<file path="src/rtl/pc_update_unit.sv">
// rtl/pc_update_unit.sv - PC/EPC registers, next-PC target select and exception-entry sequencer
// Vector fetch waits MEM_LAT cycles on a stable vec_addr, then loads the handler byte into pc.
module pc_update_unit #(
  parameter int MEM_LAT    = 2,
  parameter int VEC_OPCODE = 253,
  parameter int VEC_OVF    = 254,
  parameter int VEC_DIV0   = 255
) (
  input  logic        clk,
  input  logic        reset,
  input  logic        pc_write,
  input  logic        pc_write_cond,
  input  logic [1:0]  branch_sel,
  input  logic        zero,
  input  logic        gt,
  input  logic [2:0]  pc_source,
  input  logic [31:0] alu_result,
  input  logic [31:0] alu_out,
  input  logic [27:0] jump_field,
  input  logic [31:0] reg_a,
  input  logic        exc_req,
  input  logic [1:0]  exc_cause,
  input  logic [7:0]  vec_byte,
  output logic [31:0] vec_addr,
  output logic        vec_rd,
  output logic        exc_busy,
  output logic [31:0] pc,
  output logic [31:0] epc
);

  localparam int CNT_W = (MEM_LAT > 1) ? $clog2(MEM_LAT) : 1;

  typedef enum logic [1:0] {
    RUN  = 2'd0,
    WAIT = 2'd1,
    LOAD = 2'd2
  } state_t;

  state_t            state;
  logic [CNT_W-1:0]  cnt;
  logic              cond;
  logic [31:0]       target;
  logic              target_valid;
  logic              pc_en;

  function automatic logic [31:0] vec_for(input logic [1:0] cause);
    case (cause)
      2'b01:   vec_for = 32'(VEC_OVF);
      2'b10:   vec_for = 32'(VEC_DIV0);
      default: vec_for = 32'(VEC_OPCODE);
    endcase
  endfunction

  always_comb begin
    cond = 1'b0;
    case (branch_sel)
      2'b00: cond = zero;
      2'b01: cond = ~zero;
      2'b10: cond = zero | ~gt;
      2'b11: cond = gt;
      default: cond = 1'b0;
    endcase
  end

  // Reserved sources leave target_valid low so an enabled write holds pc.
  always_comb begin
    target       = pc;
    target_valid = 1'b1;
    case (pc_source)
      3'b000: target = alu_result;
      3'b001: target = alu_out;
      3'b010: target = {pc[31:28], jump_field};
      3'b011: target = epc;
      3'b100: target = reg_a;
      default: target_valid = 1'b0;
    endcase
  end

  assign pc_en = (pc_write | (pc_write_cond & cond)) & target_valid;

  always_ff @(posedge clk) begin
    if (reset) begin
      pc       <= 32'h0;
      epc      <= 32'h0;
      state    <= RUN;
      cnt      <= '0;
      vec_rd   <= 1'b0;
      vec_addr <= 32'h0;
      exc_busy <= 1'b0;
    end else begin
      case (state)
        RUN: begin
          if (exc_req) begin
            epc      <= pc - 32'd4;
            vec_addr <= vec_for(exc_cause);
            cnt      <= '0;
            state    <= WAIT;
            vec_rd   <= 1'b1;
            exc_busy <= 1'b1;
          end else if (pc_en) begin
            pc <= target;
          end
        end
        WAIT: begin
          cnt <= cnt + 1'b1;
          if (cnt == CNT_W'(MEM_LAT - 1)) begin
            state <= LOAD;
          end
        end
        LOAD: begin
          pc       <= {24'h0, vec_byte};
          state    <= RUN;
          vec_rd   <= 1'b0;
          vec_addr <= 32'h0;
          exc_busy <= 1'b0;
        end
        default: begin
          state    <= RUN;
          vec_rd   <= 1'b0;
          vec_addr <= 32'h0;
          exc_busy <= 1'b0;
        end
      endcase
    end
  end

endmodule

</file>
<file path="config.mk">
export PLATFORM = sky130hd
export DESIGN_NAME = pc_update_unit
export DESIGN_NICKNAME = d
export VERILOG_FILES = /design/src/rtl/pc_update_unit.sv
export SDC_FILE = /design/constraint.sdc
export NUM_CORES = 1
export LEC_CHECK = 0
export CELL_PAD_IN_SITES_DETAIL_PLACEMENT = 2
export CELL_PAD_IN_SITES_GLOBAL_PLACEMENT = 2
export CORE_MARGIN = 2
export CORE_UTILIZATION = 35
export DETAILED_ROUTE_END_ITERATION = 12
export DONT_BUFFER_PORTS = 1
export PLACE_DENSITY = 0.92
export SYNTH_ARGS = -nofsm -noshare
export SYNTH_HDL_FRONTEND = slang
export SYNTH_SLANG_ARGS = --single-unit
</file>
<file path="constraint.sdc">
create_clock -name clk -period 2 [get_ports clk]
set_input_delay 0.4 -clock clk [delete_from_list [all_inputs] [get_ports clk]]
set_output_delay 0.4 -clock clk [all_outputs]
set_load 0.02 [all_outputs]
</file>
; ---- Word level (Yosys, flattened, before mapping)
; Index checks and enable logic that the tools add are counted.
[totals]
regBits = 100
latch_bits = 0
ramBits = 0
rom_bits = 0
in_bits = 146
wordCells = 62
n_memories = 0
[classes]
n_addsub = 2
mul = 0
div_mod_pow = 0
n_lt_le_gt_ge = 0
eq_ne = 18
shift = 0
n_mux = 16
bitwise = 7
n_reduce_logical = 12
[op_table]
columns = op, n
row1 = $pmux W32 S5, 1
row2 = $pmux W32 S2, 2
row3 = $mux W32, 3
row4 = $sub A32 B3 Y32 const B, 1
row5 = $ne A2 B2 Y1 const B, 5
row6 = $eq A2 B2 Y1 const B, 4
row7 = $pmux W2 S2, 2
row8 = $reduce_and A2 Y1, 4
row9 = $eq A2 B1 Y1 const B, 3
row10 = $eq A3 B2 Y1 const B, 2
row11 = $ne A6 B1 Y1 const B, 1
row12 = $ne A5 B1 Y1 const B, 1
row13 = $reduce_and A5 Y1, 1
row14 = $reduce_or A5 Y1, 1
row15 = $logic_not A2 Y1, 2
row16 = $mux W2, 2
row17 = $pmux W1 S2, 2
row18 = $pmux W1 S4, 1
row19 = $reduce_and A4 Y1, 1
row20 = $reduce_bool A2 Y1, 2
row21 = $eq A3 B1 Y1 const B, 1
row22 = $eq A3 B3 Y1 const B, 1
row23 = $logic_not A3 Y1, 1
row24 = $mux W1, 3
row25 = other kinds (4), 8

; ---- Depth between registers and ports, before layout
; Gate-level depths: netlist of run 1.
[logic_depth]
depth_word = 9
depth_mapped = 8

; ---- Least setup slack after synthesis of run 1
; OpenSTA, ideal clock, no wires.
[synth_timing]
path_kind = register to register
from = reg pc[2]
to = reg epc[12]
setup_ps = 79
arrival_time_ps = 1842
t_required_ps = 1921
setup_slack_ps = 79
stages_incl_launch_ff = 8
n_path_buf = 0
cell_sequence = dfxtp_1 > inv_1 > ha_1 > nor3b_4 > nand2_2 > or4_1 > xor2_1 > a211oi_2
[synth_between]
elab_chain_cells = 1
[synth_rtl]
columns = element, line
row1 = start: declaration, 27  ; output logic [31:0] pc,
row2 = start signal: assignment, 101  ; pc <= target;
row3 = start signal: assignment, 111  ; pc <= {24'h0, vec_byte};
row4 = $sub A32 B3 Y32, 94  ; epc <= pc - 32'd4;
row5 = end signal: assignment, 94
row6 = end: declaration, 28  ; output logic [31:0] epc
; No other way between the ends.
; A chain may end at the register's enable or synchronous reset.

; ---- Worst setup path after layout of run 1
; Ends and elaborated chain as after synthesis.

==> results by group, run 1 <==
Status
  – Status: finished clean

Drt
  – DRC Markers: 0
  – Drt wl/cell: around 26 um
  – Iter 0 DRT Violations: roughly 220
  – First-pass detailed-route iteration total: 4
  – Final wirelength: about 20000 um
  – Post-route ant nets: 0
  – Routed vias: ~4600
  – Drt via density: slightly above 6

Floorplanning
  – FP Rows: 42
  – Die Footprint: approximately 15000 um^2
  – Core Footprint: roughly 13000 um^2
  – Die width: ~120 um
  – Initial core utilization: 0.359
  – Die height: between 100 and 150 um
  – IO Pins: 244

Worst hold path
  – Hold Crit Depth: 1
  – Worst hold path type: input port to register
  – Worst hold start: reset
  – Hold path endpoint: vec_addr[6]

Global route
  – Vias in the first global route: 5159
  – Largest net degree at the start of global routing: 58
  – Antenna violations before repair: 0
  – Grt total ovfl: 0
  – Total track usage: 0.274
  – First-pass GRT wire length: ~30000 um

Place
  – Placed cell count: approximately 740
  – RePlAce Congestion: between 0.8 and 0.9
  – Placed instance area: approximately 5000 um^2
  – I/O Buffers: 0
  – Post-DP HPWL: 15200 um
  – Pre-CTS setup slack: -0.0771 ns

STA
  – Setup Viol. Count Final: 0
  – Final Hold Viols: 0
  – Final WS setup: around 0.12 ns
  – RSZ-0062 raised after global routing: no
  – Slew headroom: 0.626
  – Slew Limit Fails: 0
  – Clk_skew: ~0.0094 ns
  – Slew @ Worst Pin: between 0.5 and 0.6 ns
  – Peak Freq: about 0.53 GHz
  – Tmin final: 1.88 ns
  – Period utilization: 0.941

Synth
  – Post-synth EDFFs: 0
  – Post-synthesis cell type count: 56
  – Post-Synthesis Cell Area: 4770 um^2
  – Post-synthesis async set-or-reset flop share: 0
  – Yosys warns: 0
  – Synthesized instance count: 567
  – Yosys reg bits: 70
  – Sequential-to-total area share from yosys stat: 0.294
  – Syn_area_per_cell: between 8 and 9 um^2
  – Top_reg_cell synth: dfxtp_1

Worst setup path
  – Critical R2R Launch: pc[2]
  – CP Class: register to register
  – Top delay family on crit path: simple AND/OR/NAND/NOR gates
  – Crit path largest cell delay: roughly 0.42 ns
  – Cell Chain, Critical Path: inv_1, ha_4, nor3b_4, buf_6, nand2_2, or4_4, xor2_1, a211oi_2
  – Critical path peak fanout: 5
  – CP Capture Type: register
  – Worst EP required: 2.26 ns
  – Startpoint Class: register
  – Reg2Reg Setup Slack: approximately 0.12 ns
  – Reg2reg path depth: 8
  – WP depth: 8
  – Critical-path top delay cell: or4_4
  – Critical Path AT: ~2.1 ns
  – FF-to-FF End: epc[12]
  – Worst path bufs/invs: 2

Final layout
  – Synthesis-to-finish area growth: 13.2%
  – Layout fillers: ~1500
  – Share of layout cells above drive strength 1: 0.193
  – Number of inserted diodes: 0
  – Fin util: 0.406
  – Design area: 5400 um^2
  – NumNets Final: 731
  – Non-filler cells, final: approximately 760

Clock network
  – CTS tree: done
  – Clk buf depth: 2
  – Root Driver: clkbuf_16
  – Clk Latency, worst-skew pair: 0.34 ns
  – CTS clk-pin slew, worst paths: about 0.05 ns
  – H-tree Lvls: 3
  – CTS buffer count: 9
  – CTS sink count: 70

Pwr
  – Pwr per Cell Area: around 880 nW/um^2
  – Leak: slightly above 2 nW
  – Design Power: approximately 4.7 mW
  – Max IR drop VDD: approximately 560 uV

Job
  – Max-cap violations: 0
-- power by group --
| part | leakage [nW] | internal (mW) | switching (mW) |
|---|---|---|---|
| Combinational | 1.31 | 0.560 | 0.794 |
| Sequential | 0.576 | 1.52 | 0.255 |
| Clock | 0.141 | 0.988 | 0.611 |
| Total | 2.03 | 3.07 | 1.66 |
-- cells in the final DEF, fill, tap and decap left out, drive strengths merged, types with 8 or more instances in the layout --
master	synthesis	final
a211oi	12	12
a21oi	29	29
a221oi	13	13
a22o	19	19
a22oi	8	8
a31oi	22	22
buf	50	52
clkbuf	20	11
conb	1	24
dfxtp	70	70
mux2i	11	11
mux4	14	14
nand2	58	58
nand2b	21	21
nor2	46	46
nor3	18	18
nor4	12	12
o211ai	8	8
o21ai	41	41
o31ai	9	9
xnor2	23	23
-- registers in the layout, indices dropped and copies added, names as in the netlist --
signal / flops
vec_addr: 3
epc: 32
pc: 32
state: 2
cnt: 1
-- per-stage QoR --
step                hold slack (ns)  setup TNS, ns
finish                        0.129              0
global route                  0.116              0
CTS                           0.117              0
detailed placement            0.470          -1.05
global placement              0.449              0
floorplan                     0.432              0
-- per-layer routing --
layer | vias to the layer above | global-route usage | share of wire
met5 | - | 0 | 0
met4 | 0 | 0.0828 | 0.019
met3 | 28 | 0.0901 | 0.080
met2 | 216 | 0.506 | 0.53
met1 | 2297 | 0.296 | 0.37
li1 | 2073 | - | -
-- worst max path at each step --
stage                              from       to  slack (ns)
after global placement    branch_sel[1]   pc[10]        0.06
final                             pc[2]  epc[12]        0.12
after detailed placement  branch_sel[1]   pc[19]       -0.08
after floorplan                   pc[2]  epc[12]        0.08
after CTS                      state[0]   pc[16]        0.04
after global routing             pc[15]  epc[31]        0.01
-- repair_timing --
item	4_1_cts	5_1_grt
setup endpoints to repair	3	31
setup buffers	1	4
hold endpoints to repair	0	0
hold buffers	0	0
gates resized for setup	1	6
pin swaps	0	3
-- cell usage after synthesis (all sizes together), types with 8 or more instances --
cell    count  share of area
a211oi     12          0.021
a21oi      29          0.030
a221oi     13          0.024
a22o       19          0.035
a22oi       8          0.013
a31oi      22          0.029
buf        50          0.071
clkbuf     20          0.016
dfxtp      70           0.29
mux2i      11          0.023
mux4       14          0.066
nand2      58          0.047
nand2b     21          0.029
nor2       46          0.037
nor3       18          0.026
nor4       12          0.032
o211ai      8          0.013
o21ai      41          0.044
o31ai       9          0.015
xnor2      23          0.042
-- cell type report --
type / count / area (um^2) / share of cell area
Multi-Input combinational cell: 443 / 3050 / 0.565
Inverter: 7 / 26.3 / 0.00487
Clock buffer: 11 / 243 / 0.0450
Timing Repair Buffer: 52 / 407 / 0.0753
Clock inverter: 4 / 47.5 / 0.00881
Sequential cell: 70 / 1400 / 0.260
Tap cell: 176 / 220 / 0.0408
-- cells by family (layout without fill, tap and decap cells) --
kind of cell | count (synthesis) | count (layout) | share of synthesized area
AOI/OAI and AO/OA | 182 | 182 | 0.256
xor gates and xnor gates | 26 | 26 | 0.0478
adders and majority gates | 2 | 2 | 0.00525
buffers and inverters | 77 | 74 | 0.0924
DFF | 70 | 70 | 0.294
muxes | 25 | 25 | 0.0892
other | 1 | 24 | 0.000786
and+or+nand+nor | 184 | 184 | 0.214
No activity file was read; power rests on OpenSTA's default activity.
==> inputs of run 2 (changes only) <==
CAP_MARGIN = 40   (was unset)
==> run 2 against run 1 <==
Register-to-register slack about the same. Worst setup slack got worse by 0.013 ns. Sequential power barely moved.
==> results by group, run 2 (synthesis results as in run 1) <==
Global route
  – Total track usage: 0.274
  – Vias in the first global route: approximately 5200
  – Antenna violations before repair: 0
  – Grt total ovfl: 0
  – First-pass GRT wire length: 30300 um
  – Largest net degree at the start of global routing: 58

Place
  – Placed cell count: 743
  – I/O Buffers: 0
  – RePlAce Congestion: ~0.8
  – Post-DP HPWL: about 15000 um
  – Placed instance area: about 5000 um^2

Final layout
  – Leading cell type in the layout, fill and taps excluded: dfxtp_1
  – Number of inserted diodes: 0
  – Share of layout cells above drive strength 1: 0.193
  – NumNets Final: between 700 and 800
  – Design area: roughly 5400 um^2
  – Commonest non-fill, non-tap cells in the layout: 68 x dfxtp_1, 56 x nand2_1, 48 x buf_4, 43 x nor2_1, 39 x o21ai_0
  – Synthesis-to-finish area growth: 13.2%
  – Non-filler cells, final: 762
  – Layout fillers: 1482
  – Largest regs: epc (32), pc (32), vec_addr (3)

STA
  – Setup TNS: 0 ns
  – Clk_skew: approximately 0.0088 ns
  – Slew Limit Fails: 0
  – Hold WS: approximately 0.13 ns
  – Peak Freq: around 0.53 GHz
  – Period utilization: 0.947
  – Final Hold Viols: 0
  – RSZ-0062 raised after global routing: no
  – Slew @ Worst Pin: ~0.58 ns
  – Setup Viol. Count Final: 0
  – Tmin final: 1.89 ns
  – Slew headroom: 0.609

Floorplanning
  – Die width: roughly 120 um
  – Die height: between 100 and 150 um
  – IO Pins: ~240
  – Initial core utilization: 0.359
  – Core Footprint: 13300 um^2
  – Die Footprint: 14600 um^2
  – FP Rows: 42

Drt
  – Post-route ant nets: 0
  – Final wirelength: roughly 20000 um
  – Drt wl/cell: around 26 um
  – First-pass detailed-route iteration total: 4
  – Iter 0 DRT Violations: around 240
  – Routed vias: 4573
  – Drt via density: ~6.0
  – DRC Markers: 0

Clock network
  – CTS sink count: 70
  – CTS tree: done
  – Clk Latency, worst-skew pair: between 0.3 and 0.4 ns
  – CTS clk-pin slew, worst paths: about 0.05 ns
  – Clk buf depth: 2
  – # hold bufs at CTS: 0
  – CTS buffer count: 9
  – H-tree Lvls: 3
  – Root Driver: clkbuf_16

Worst setup path
  – CP Class: register to register
  – Startpoint Class: register
  – CP Capture Type: register
  – Critical path peak fanout: 5
  – Reg2reg path depth: 8
  – Critical-path top delay cell: or4_4
  – Crit path from: pc[2]
  – Cell Chain, Critical Path: inv_2, ha_2, nor3b_4, buf_6, nand2_2, or4_4, xor2_1, a211oi_2
  – Critical Path AT: about 2.2 ns
  – Crit path largest cell delay: ~0.42 ns
  – Reg2Reg Setup Slack: approximately 0.11 ns
  – Critical R2R Launch: pc[2]
  – Worst EP required: ~2.3 ns
  – FF-to-FF End: epc[12]

Pwr
  – P_sw: between 1.5 and 2 mW
  – Logic pwr share: 0.286
  – Clk pwr share: 0.338
  – Pwr per Cell Area: 876 nW/um^2
  – Int Power: between 3 and 4 mW
  – Max IR drop VDD: approximately 560 uV
  – Sequential share of power: 0.376
  – Sw frac: 0.350
  – Leak: 2.03 nW

Worst hold path
  – Hold path endpoint: vec_addr[6]
  – Worst hold path type: input port to register
  – Hold Crit Depth: 1
  – Worst hold start: reset

Status
  – Status: finished clean

Job
  – Max-cap violations: 0
==> run 2: area by class of cell <==
cell class              instances  area [um^2]  share of cell area
clock buffers                  11          243              0.0450
clock inverters                 4         47.5             0.00881
inverters                       7         26.3             0.00487
multi-input cells             443         3050               0.565
flip-flops and latches         70         1410               0.261
well taps                     176          220              0.0408
repair buffers                 51          403              0.0747
==> run 2: power by group through the flow <==
stage / combinational, mW / sequential [mW] / clock (mW)
after global routing: 1.47 / 1.79 / 1.70
after CTS: 1.31 / 1.78 / 1.62
after global placement: 1.19 / 1.79 / 0
after detailed placement: 1.28 / 1.81 / 0
after floorplan: 0.963 / 1.81 / 0
final: 1.35 / 1.78 / 1.60
==> run 2: how the worst max path moves through the flow <==
| stage | slack [ns] | depth (start not counted) | endpoint |
|---|---|---|---|
| 2_1_floorplan | 0.08 | 7 | epc[12] |
| 3_3_place_gp | 0.06 | 5 | pc[10] |
| 3_5_place_dp | -0.08 | 5 | pc[19] |
| 4_1_cts | 0.04 | 5 | pc[16] |
| 5_1_grt | 0.008 | 8 | epc[12] |
| 6_report | 0.11 | 8 | epc[12] |
==> run 2: timing repair <==
action / CTS / global route
gates resized for setup: 1 / 8
setup endpoints to repair: 3 / 12
pin swaps: 0 / 2
setup buffers: 1 / 2
==> run 2: worst max-delay path: cells and delay by family, from the launching register on <==
| kind | cells | cell delay (ns) |
|---|---|---|
| adders and majority gates | 1 | 0.19 |
| DFF | 1 | 0.37 |
| buffers and inverters | 2 | 0.21 |
| AOI/OAI and AO/OA | 1 | 0.21 |
| xor gates and xnor gates | 1 | 0.17 |
| and+or+nand+nor | 3 | 0.67 |
==> run 2: routing by layer <==
layer | wire (um) | vias to the layer above | GRT usage
li1 | - | 2070 | -
met1 | 7380 | 2280 | 0.296
met2 | 10600 | 197 | 0.506
met3 | 1560 | 26 | 0.0901
met4 | 359 | 0 | 0.0828
met5 | 0 | - | 0
==> run 2: metrics by stage <==
step	worst slack [ns]	utilization	total power, mW
detailed placement	-0.0771	0.379	3.09
floorplan	0.0791	-	2.77
CTS	0.0382	0.401	4.71
global placement	0.0559	0.379	2.99
global route	0.00820	0.406	4.97
finish	0.105	0.406	4.72
==> inputs of run 3 (changes only) <==
GPL_ROUTABILITY_DRIVEN = 0   (was unset)
==> results of run 3 <==
No change in the layout: final DEF, timing and power equal those of run 2.
